**src/rtl/ps2_host_cmd_ctrl.sv**
```systemverilog
// PS/2 host-to-device command sequencer: inhibit, request-to-send, 11-bit frame, line ack, response wait with resend retry.
// All outputs registered; device clock edges are seen 3 Clk cycles after the pad edge. cmd_ready only in IDLE, no queueing.
module ps2_host_cmd_ctrl #(
    parameter int INHIBIT_CYCLES = 5000,
    parameter int CLK_TIMEOUT    = 750000,
    parameter int RESP_TIMEOUT   = 1000000,
    parameter int MAX_RETRY      = 3
) (
    input  logic       Clk,
    input  logic       Reset,
    input  logic       psClk_in,
    input  logic       psData_in,
    output logic       psClk_pull,
    output logic       psData_pull,
    input  logic       cmd_valid,
    input  logic [7:0] cmd_byte,
    output logic       cmd_ready,
    input  logic       rx_valid,
    input  logic [7:0] rx_byte,
    output logic       busy,
    output logic       done,
    output logic       err,
    output logic [1:0] err_code
);
    localparam int M1 = (INHIBIT_CYCLES > CLK_TIMEOUT) ? INHIBIT_CYCLES : CLK_TIMEOUT;
    localparam int M2 = (M1 > RESP_TIMEOUT) ? M1 : RESP_TIMEOUT;
    localparam int CW = $clog2(M2 + 1);
    localparam int RW = (MAX_RETRY < 1) ? 1 : $clog2(MAX_RETRY + 1);

    typedef enum logic [1:0] {S_IDLE, S_INHIBIT, S_SHIFT, S_WAITRESP} state_t;

    state_t          state_q;
    logic            clk_s1_q, clk_s2_q, clk_prev_q;
    logic            dat_s1_q, dat_s2_q;
    logic [CW-1:0]   cnt_q;
    logic [3:0]      bit_idx_q;
    logic [7:0]      byte_q;
    logic            parity_q;
    logic [RW-1:0]   retry_q;
    logic            clk_pull_q, data_pull_q, ready_q, busy_q, done_q, err_q;
    logic [1:0]      err_code_q;
    logic            fall;

    assign fall        = clk_prev_q & ~clk_s2_q;
    assign psClk_pull  = clk_pull_q;
    assign psData_pull = data_pull_q;
    assign cmd_ready   = ready_q;
    assign busy        = busy_q;
    assign done        = done_q;
    assign err         = err_q;
    assign err_code    = err_code_q;

    always_ff @(posedge Clk) begin
        if (Reset) begin
            state_q     <= S_IDLE;
            clk_s1_q    <= 1'b1;
            clk_s2_q    <= 1'b1;
            clk_prev_q  <= 1'b1;
            dat_s1_q    <= 1'b1;
            dat_s2_q    <= 1'b1;
            cnt_q       <= '0;
            bit_idx_q   <= '0;
            byte_q      <= '0;
            parity_q    <= 1'b0;
            retry_q     <= '0;
            clk_pull_q  <= 1'b0;
            data_pull_q <= 1'b0;
            ready_q     <= 1'b1;
            busy_q      <= 1'b0;
            done_q      <= 1'b0;
            err_q       <= 1'b0;
            err_code_q  <= 2'd0;
        end else begin
            clk_s1_q   <= psClk_in;
            clk_s2_q   <= clk_s1_q;
            clk_prev_q <= clk_s2_q;
            dat_s1_q   <= psData_in;
            dat_s2_q   <= dat_s1_q;
            done_q     <= 1'b0;
            err_q      <= 1'b0;

            case (state_q)
                S_IDLE: begin
                    if (cmd_valid) begin
                        byte_q     <= cmd_byte;
                        parity_q   <= ~^cmd_byte;
                        retry_q    <= '0;
                        cnt_q      <= '0;
                        clk_pull_q <= 1'b1;
                        ready_q    <= 1'b0;
                        busy_q     <= 1'b1;
                        state_q    <= S_INHIBIT;
                    end
                end
                S_INHIBIT: begin
                    if (cnt_q == CW'(INHIBIT_CYCLES - 1)) begin
                        // Request-to-send: release clock, start bit on data.
                        clk_pull_q  <= 1'b0;
                        data_pull_q <= 1'b1;
                        cnt_q       <= '0;
                        bit_idx_q   <= '0;
                        state_q     <= S_SHIFT;
                    end else begin
                        cnt_q <= cnt_q + 1'b1;
                    end
                end
                S_SHIFT: begin
                    cnt_q <= cnt_q + 1'b1;
                    if (fall) begin
                        bit_idx_q <= bit_idx_q + 1'b1;
                        if (bit_idx_q < 4'd8) begin
                            data_pull_q <= ~byte_q[bit_idx_q[2:0]];
                        end else if (bit_idx_q == 4'd8) begin
                            data_pull_q <= ~parity_q;
                        end else if (bit_idx_q == 4'd9) begin
                            data_pull_q <= 1'b0;
                        end else if (!dat_s2_q) begin
                            cnt_q   <= '0;
                            state_q <= S_WAITRESP;
                        end else begin
                            err_q      <= 1'b1;
                            err_code_q <= 2'd2;
                            ready_q    <= 1'b1;
                            busy_q     <= 1'b0;
                            state_q    <= S_IDLE;
                        end
                    end else if (cnt_q == CW'(CLK_TIMEOUT - 1)) begin
                        clk_pull_q  <= 1'b0;
                        data_pull_q <= 1'b0;
                        err_q       <= 1'b1;
                        err_code_q  <= 2'd1;
                        ready_q     <= 1'b1;
                        busy_q      <= 1'b0;
                        state_q     <= S_IDLE;
                    end
                end
                S_WAITRESP: begin
                    cnt_q <= cnt_q + 1'b1;
                    if (rx_valid && rx_byte == 8'hFA) begin
                        done_q  <= 1'b1;
                        ready_q <= 1'b1;
                        busy_q  <= 1'b0;
                        state_q <= S_IDLE;
                    end else if (rx_valid && rx_byte == 8'hFE) begin
                        if (retry_q < RW'(MAX_RETRY)) begin
                            retry_q    <= retry_q + 1'b1;
                            cnt_q      <= '0;
                            clk_pull_q <= 1'b1;
                            state_q    <= S_INHIBIT;
                        end else begin
                            err_q      <= 1'b1;
                            err_code_q <= 2'd3;
                            ready_q    <= 1'b1;
                            busy_q     <= 1'b0;
                            state_q    <= S_IDLE;
                        end
                    end else if (cnt_q == CW'(RESP_TIMEOUT - 1)) begin
                        // Scan codes from the keyboard do not restart the response window.
                        err_q      <= 1'b1;
                        err_code_q <= 2'd1;
                        ready_q    <= 1'b1;
                        busy_q     <= 1'b0;
                        state_q    <= S_IDLE;
                    end
                end
                default: state_q <= S_IDLE;
            endcase
        end
    end
endmodule

```
**config.mk**
```make
export PLATFORM = sky130hd
export DESIGN_NAME = ps2_host_cmd_ctrl
export DESIGN_NICKNAME = d
export VERILOG_FILES = /design/src/rtl/ps2_host_cmd_ctrl.sv
export SDC_FILE = /design/constraint.sdc
export NUM_CORES = 1
export LEC_CHECK = 0
export CAP_MARGIN = 15
export CORE_ASPECT_RATIO = 1.5
export CORE_MARGIN = 3
export CORE_UTILIZATION = 45
export CTS_CLUSTER_DIAMETER = 200
export DETAILED_ROUTE_END_ITERATION = 12
export GPL_ROUTABILITY_DRIVEN = 0
export PLACE_DENSITY = 0.67
export SYNTH_ARGS = -nofsm -noshare
export SYNTH_HDL_FRONTEND = slang
export SYNTH_SLANG_ARGS = --single-unit
```
**constraint.sdc**
```tcl
create_clock -name Clk -period 2.81 [get_ports Clk]
set_input_delay 0.562 -clock Clk [delete_from_list [all_inputs] [get_ports Clk]]
set_output_delay 0.562 -clock Clk [all_outputs]
set_load 0.03 [all_outputs]
```
---- After elaboration in Yosys (flattened, before gate mapping) ----
Index checks and enable logic that the tools add are counted.
word-level totals
  bits in registers ....................... 50
  bits of input ports ..................... 22
  output and inout bits ................... 8
  logic and storage cells ................. 167
cells by class
  add/subtract/negate cells ............... 3
  $lt $le $gt $ge ......................... 3
  equal/unequal tests ..................... 28
  multiplexer cells ....................... 93
  bitwise operators ....................... 5
  reductions and logical operators ........ 17
operators with widths
  operator                                         count
  two-way mux 20 bit                               10
  one-hot mux 20 bit (4 select lines)              1
  two-way mux 2 bit                                25
  two-way mux 1 bit                                45
  == test 20 bit, second input constant            2
  inequality test 3 bit, second input constant     7
  adder 20 x 1 -> 20 bit, second input constant    1
  == test 20 x 13 -> 1 bit, second input constant  1
  AND reduction 9 bit                              2
  == test 8 bit, second input constant             2
  inequality test 2 bit, second input constant     8
  AND reduction 7 bit                              2
  == test 4 bit, second input constant             2
  two-way mux 4 bit                                2
  inequality test 4 bit, second input constant     2
  one-hot mux 2 bit (2 select lines)               2
  one-hot mux 2 bit (4 select lines)               1
  one-hot mux 4 bit (2 select lines)               1
  XNOR reduction 8 bit                             1
  one-hot mux 1 bit (3 select lines)               2
  nonzero test 2 bit                               3
  inequality test 5 bit, second input constant     1
  AND reduction 5 bit                              1
  adder 4 x 1 -> 4 bit, second input constant      1
  18 further kinds                                 24

---- Depth between registers and ports, before layout ----
Gate-level depths: netlist of run 1.
  word-level depth ........................ 7
  depth in mapped cells ................... 10
  mapped depth without buffers ............ 8

---- Worst setup path after synthesis of run 1 ----
No wires, ideal clock.
  path kind ............................... register to register
  from .................................... reg state_q[0]
  to ...................................... reg cnt_q[12]
  library setup time ...................... 0.063 ns
  arrival ................................. 2.318 ns
  data required time ...................... 2.747 ns
  slack ................................... 0.429 ns
  stages on the path, launching flop included .. 10
  buffers on the path ..................... 1
  clock period less this slack ............ 2.381 ns
  path through ............................ dfxtp_1 -> inv_1 -> ha_1 -> clkbuf_1 -> inv_1 -> a41o_1 -> and2_1 -> a2111o_1 -> or4_1 -> nand3_1
on the way
  cells in the longest elaborated chain, start to end .. 2
  elaborated cells on any way between the ends .. 6
  those cells by class .................... eq/ne (4); mux (1); reduce/logical (1)
ends and longest elaborated chain
  element                                                                       line  source
  from (decl)                                                                   32    state_t state_q;
  from (signal assigned)                                                        55    state_q <= S_IDLE;
  from (signal assigned)                                                        92    state_q <= S_INHIBIT;
  from (signal assigned)                                                        102   state_q <= S_SHIFT;
  == test 2 bit, or another cell as far along                                   82    case (state_q)
  one-hot mux 20 bit (4 select lines) or inequality test 2 bit (tied branches)  -
  to (signal assigned)                                                          104   cnt_q <= cnt_q + 1'b1;
  to (signal assigned)                                                          108   cnt_q <= cnt_q + 1'b1;
  to (signal assigned)                                                          138   cnt_q <= cnt_q + 1'b1;
  to (decl)                                                                     35    logic [CW-1:0] cnt_q;
Several ways; a longest one is shown, not always the timed one.
A chain may end at the register's enable or synchronous reset.

---- Worst setup path after layout of run 1 ----
  from .................................... reg bit_idx_q[0]
  to ...................................... reg cnt_q[12]
on the way
  cells in the longest elaborated chain, start to end .. 6
  elaborated cells on any way between the ends .. 8
  those cells by class .................... order compare (1); eq/ne (2); mux (5)
ends and longest elaborated chain
  element                                  line  source
  from (decl)                              36    logic [3:0] bit_idx_q;
  from (signal assigned)                   110   bit_idx_q <= bit_idx_q + 1'b1;
  == test 4 bit                            115   end else if (bit_idx_q == 4'd9) begin
  two-way mux 20 bit                       115
  two-way mux 20 bit                       113   end else if (bit_idx_q == 4'd8) begin
  two-way mux 20 bit (*)                   111   if (bit_idx_q < 4'd8) begin
  two-way mux 20 bit (*)                   109   if (fall) begin
  one-hot mux 20 bit (4 select lines) (*)  82
Mark *: on every way between the ends. The rest lies on a longest branch, timed or not.

==> impl_metrics.toml, run 1 <==
[logic_synthesis]
synth_area_per_cell_um2 = 8.15
syn_area_mm2 = 0.00284
synth.distinct_cells = 58
synth-main-ff-cell = "dfxtp_1"
synth-async-reset-ratio_pct = 0
synth_seq_cells = 50
syn-num-nets = 380
ys_seq_area_share_pct = 35.3
synth_edf_count = 0
syn_inst = 348
yosys_warnings = 0

[route]
wl_um = 7040
vias = 2719
ant_nets = 0
dr.pass1.iters = 4
first_iter_violations = 189
route.detailed.drc = 0
routed_via_density = 6.00
wire_per_inst_um = 15.5

[grt]
grt_first_pass_wirelength_um = 12300
grt_util_all_layers_pct = 20.7
grt_pass1_vias = 2633
antenna_found_initial = 0
overflow = 0
grt_max_degree = 33

[sta]
timing.hold.ws_ns = 0.416
min_period_ns = 2.44
relSlewSlack_pct = 63.9
tightest_slew_ns = 0.542
fin_crit_sh_pct = 86.9
fmax_ghz = 0.410
rsz0062_at_grt = "no"
hold_viol = 0
skew_ns = 0.00365
setup_viol = 0
slew_viol_final = 0
tns_ns = 0

[clocking]
holdBufCountCts = 0
cts_made_buffers = 5
cts.sinks = 50
cts_resized = 0
cts_max_level = 2
cts_tree = "built"
root_buffer = "clkbuf_8"
path_clk_slew_ns = 0.09
clk_path_buf_depth = 2
cts_setup_buffers = 0
clock_latency_ns = 0.30

[setup_path]
crit_path_start_kind = "flip-flop"
max_stage_delay_ns = 0.52
cp_slowest_cell = "dfxtp_1"
crit_family = "compound AO/OA/AOI/OAI gates"
crit_path_end_kind = "flip-flop"
required_ns = 3.06
critical_path_class = "flip-flop to flip-flop"
crit_buf_inv = 0
crit_arrival_ns = 2.69
cp_cell_sequence = "ha_1 > o21bai_1 > a41o_1 > and2_1 > a2111o_1 > or4_1 > nand3_1"
cp_max_fo = 8

[final_layout]
fin_nets = 413
layout_common_cells = "dfxtp_1 (50), nand2_1 (42), nand3_1 (35)"
drive_gt1_share_pct = 11.0
diodes = 0
layout_commonest_cell = "dfxtp_1"
syn_to_final_growth_pct = 17.4

[placement]
io_buffers = 29
hpwl_um = 5460

[power]
vdd_drop_max_uv = 396
power_density_mw_per_mm2 = 614
cellLeakagePower_nw = 1.18

[floorplanning]
num_rows = 34
die-area_mm2 = 0.00731
fp.dieW_um = 70.8
core_mm2 = 0.00596
num_io_pins = 30
die-height_um = 103
initial_core_util_pct = 47.6

[job]
maxCapViolCount = 0

[worst_hold_path]
hp-class = "flip-flop to flip-flop"

[status]
outcome = "completed"
-- power by group --
group	leakage, nW	switching, mW	internal, mW
Sequential	0.407	0.0496	0.786
Clock	0.0438	0.231	0.168
Combinational	0.729	0.467	0.343
-- routing by layer --
layer	up-vias	GRT usage [%]	routed length, um
met5	-	0	0
met4	0	7.81	174
met3	16	3.09	212
met2	58	40.4	3900
met1	1295	22.1	2760
li1	1350	-	-
-- logic make-up (layout without fill, tap and decap cells) --
group	Yosys count	after routing	synth area share, %
AO/OA/AOI/OAI	73	73	18.2
multiplexers	4	4	2.29
flip-flops	50	50	35.3
XOR/XNOR	9	9	2.78
buffers and inverters	28	61	4.10
AND/OR/NAND/NOR	174	174	32.9
adder cells (fa/ha/maj)	10	10	4.41
-- through the flow --
stage          utilization [%]  instance area [um2]  cells  power, mW  setup WS [ns]
2_1_floorplan                -                 2840    348       1.40          0.429
3_3_place_gp              54.6                 3250    446       1.65          0.102
3_5_place_dp              54.6                 3250    446       1.66         0.0914
4_1_cts                   55.9                 3330    453       2.06          0.377
5_1_grt                   55.9                 3330    453       2.18          0.174
6_report                  55.9                 3330    453       2.04          0.369
-- Yosys cell counts, types with 9 or more instances --
master	n	share of area (%)
nand4_1	10	2.2
o21ai_0	10	1.8
nand2_1	42	5.6
a21oi_1	22	3.9
clkbuf_1	14	1.9
inv_1	10	1.3
nor3_1	9	1.6
dfxtp_1	50	35
nand3_1	35	6.2
nor2_1	23	3.0
ha_1	10	4.4
-- path summary, 6_finish.rpt --
path,startpoint,slack [ns],cells after the start,to
max,bit_idx_q[0],0.37,7,cnt_q[12]
min,dat_s1_q,0.42,1,dat_s2_q
max reg2reg,bit_idx_q[0],0.37,7,cnt_q[12]
min reg2reg,dat_s1_q,0.42,1,dat_s2_q
-- registers in the layout, summed over array words and instances, names as in the netlist, 2 cells and up --
signal and count:
cnt_q 20, byte_q 8, bit_idx_q 4, err_code 2, retry_q 2, state_q 2
-- layout make-up --
class                      count  area (um2)
tap                           72        90.1
multi-input combinational    270        1720
clock buffer                   5        68.8
timing repair buffer          44         403
fill                         593        2630
clock inverter                 2        10.0
inverter                      10        37.5
sequential                    50        1000
Note: power is estimated with default switching activity, not from simulation.
==> run 2, diff against run 1 <==
- CORE_UTILIZATION: 45 -> 57
- HOLD_SLACK_MARGIN: unset -> 0.06
- PLACE_DENSITY: 0.67 -> 0.81
==> impl_metrics.toml, run 2 (synthesis gave the netlist of run 1 again) <==
[clocking]
holdBufCountCts = 0
cts_setup_buffers = 0
root_buffer = "clkbuf_8"
cts_tree = "built"
cts_resized = 0
cts.sinks = 50
clock_latency_ns = 0.31
path_clk_slew_ns = 0.09
cts_made_buffers = 5
clk_path_buf_depth = 2
cts_max_level = 2

[worst_hold_path]
min_to = "dat_s2_q"
hp-class = "flip-flop to flip-flop"
worstHoldStart = "dat_s1_q"
holdPathStages = 1

[final_layout]
largest_register = "cnt_q"
fin_nets = 413
multi_input_area_mm2 = 0.00172
layout_common_cells = "dfxtp_1 (50), nand2_1 (42), nand3_1 (35)"
top_regs = "cnt_q x20, byte_q x8, bit_idx_q x4"
drive_gt1_share_pct = 11.0
diodes = 0
seqCellArea_mm2 = 0.00100
syn_to_final_growth_pct = 17.3
largest_reg_flops = 20
fillCellCount = 409
fin_cells = 446
layout_commonest_cell = "dfxtp_1"

[power]
netSwitchingPower_uw = 777
seq_power_share_pct = 40.2
p_comb_share_pct = 39.4
cellLeakagePower_nw = 1.18
p_int_mw = 1.31
pwr-share-clk_pct = 20.5
switching_share_pct = 37.3
power_density_mw_per_mm2 = 627
vdd_drop_max_uv = 475

[grt]
grt_max_degree = 38
antenna_found_initial = 0
grt_util_all_layers_pct = 24.8
overflow = 0
grt_first_pass_wirelength_um = 11800
grt_pass1_vias = 2679

[sta]
fmax_ghz = 0.399
setup_viol = 0
tns_ns = 0
fin_crit_sh_pct = 89.2
slew_viol_final = 0
skew_ns = 0.00484
timing.hold.ws_ns = 0.415
hold_viol = 0
setup_slack_ns = 0.304
min_period_ns = 2.51
rsz0062_at_grt = "no"
relSlewSlack_pct = 62.3
tightest_slew_ns = 0.566

[route]
route.detailed.drc = 0
routed_via_density = 6.02
dr.pass1.iters = 4
vias = 2684
wire_per_inst_um = 15.5
first_iter_violations = 161
wl_um = 6920
ant_nets = 0

[setup_path]
crit_path_end_kind = "flip-flop"
required_ns = 3.06
r2r_cells = 8
crit_arrival_ns = 2.76
r2r_slack_ns = 0.30
cp_max_fo = 8
crit_path_start_kind = "flip-flop"
rr_endpoint = "cnt_q[19]"
r2r_start = "bit_idx_q[0]"
critical_path_class = "flip-flop to flip-flop"

[placement]
io_buffers = 29
hpwl_um = 5270
place_ws_ns = 0.0366
place_inst = 438

[floorplanning]
core_mm2 = 0.00465
fp.dieW_um = 63.6
num_rows = 30
die-area_mm2 = 0.00587
initial_core_util_pct = 60.9
num_io_pins = 30
die-height_um = 92.4

[job]
maxCapViolCount = 0

[status]
outcome = "completed"
[run 2: power by group through the flow]
| stage | clock (mW) | sequential [mW] | combinational [mW] |
|---|---|---|---|
| 2_1_floorplan | 0 | 0.911 | 0.487 |
| 3_3_place_gp | 0 | 0.848 | 0.793 |
| 3_5_place_dp | 0 | 0.852 | 0.811 |
| 4_1_cts | 0.433 | 0.836 | 0.815 |
| 5_1_grt | 0.458 | 0.845 | 0.887 |
| 6_report | 0.427 | 0.837 | 0.821 |
[run 2: worst max path at each step]
stage                 start        end  depth (start not counted)
3_3_place_gp     rx_byte[0]  cnt_q[12]                          8
6_report       bit_idx_q[0]  cnt_q[19]                          8
2_1_floorplan    state_q[0]  cnt_q[12]                          9
4_1_cts        bit_idx_q[0]  cnt_q[19]                          8
3_5_place_dp     rx_byte[0]  cnt_q[17]                          9
5_1_grt        bit_idx_q[0]  cnt_q[18]                          8
[run 2: worst max-delay path, stage by stage (launching register included)]
cell and delay [ns]:
dfxtp_1 0.52, ha_1 0.20, o21bai_1 0.12, a41o_1 0.28
and2_1 0.17, a2111o_1 0.54, buf_4 0.20, or3_1 0.34
nand3_1 0.08
[run 2: layout make-up]
class	count	share of cell area, %
clock inverter	2	0.414
inverter	10	1.13
sequential	50	30.1
clock buffer	6	2.18
timing repair buffer	44	12.1
multi-input combinational	270	51.7
tap	64	2.41
[run 2: per-stage QoR]
stage | cell area [um2] | utilization (%) | total power, mW
floorplan | 2840 | - | 1.40
global placement | 3240 | 69.6 | 1.64
detailed placement | 3240 | 69.6 | 1.66
CTS | 3330 | 71.5 | 2.08
global route | 3330 | 71.5 | 2.19
finish | 3330 | 71.5 | 2.08
[run 2: per-layer routing]
| layer | vias to the layer above | wire length [um] | GRT usage (%) |
|---|---|---|---|
| met3 | 16 | 201 | 3.88 |
| met4 | 0 | 202 | 12.1 |
| met1 | 1267 | 2810 | 26.7 |
| met2 | 57 | 3710 | 46.0 |
| met5 | - | 0 | 0 |
| li1 | 1344 | - | - |
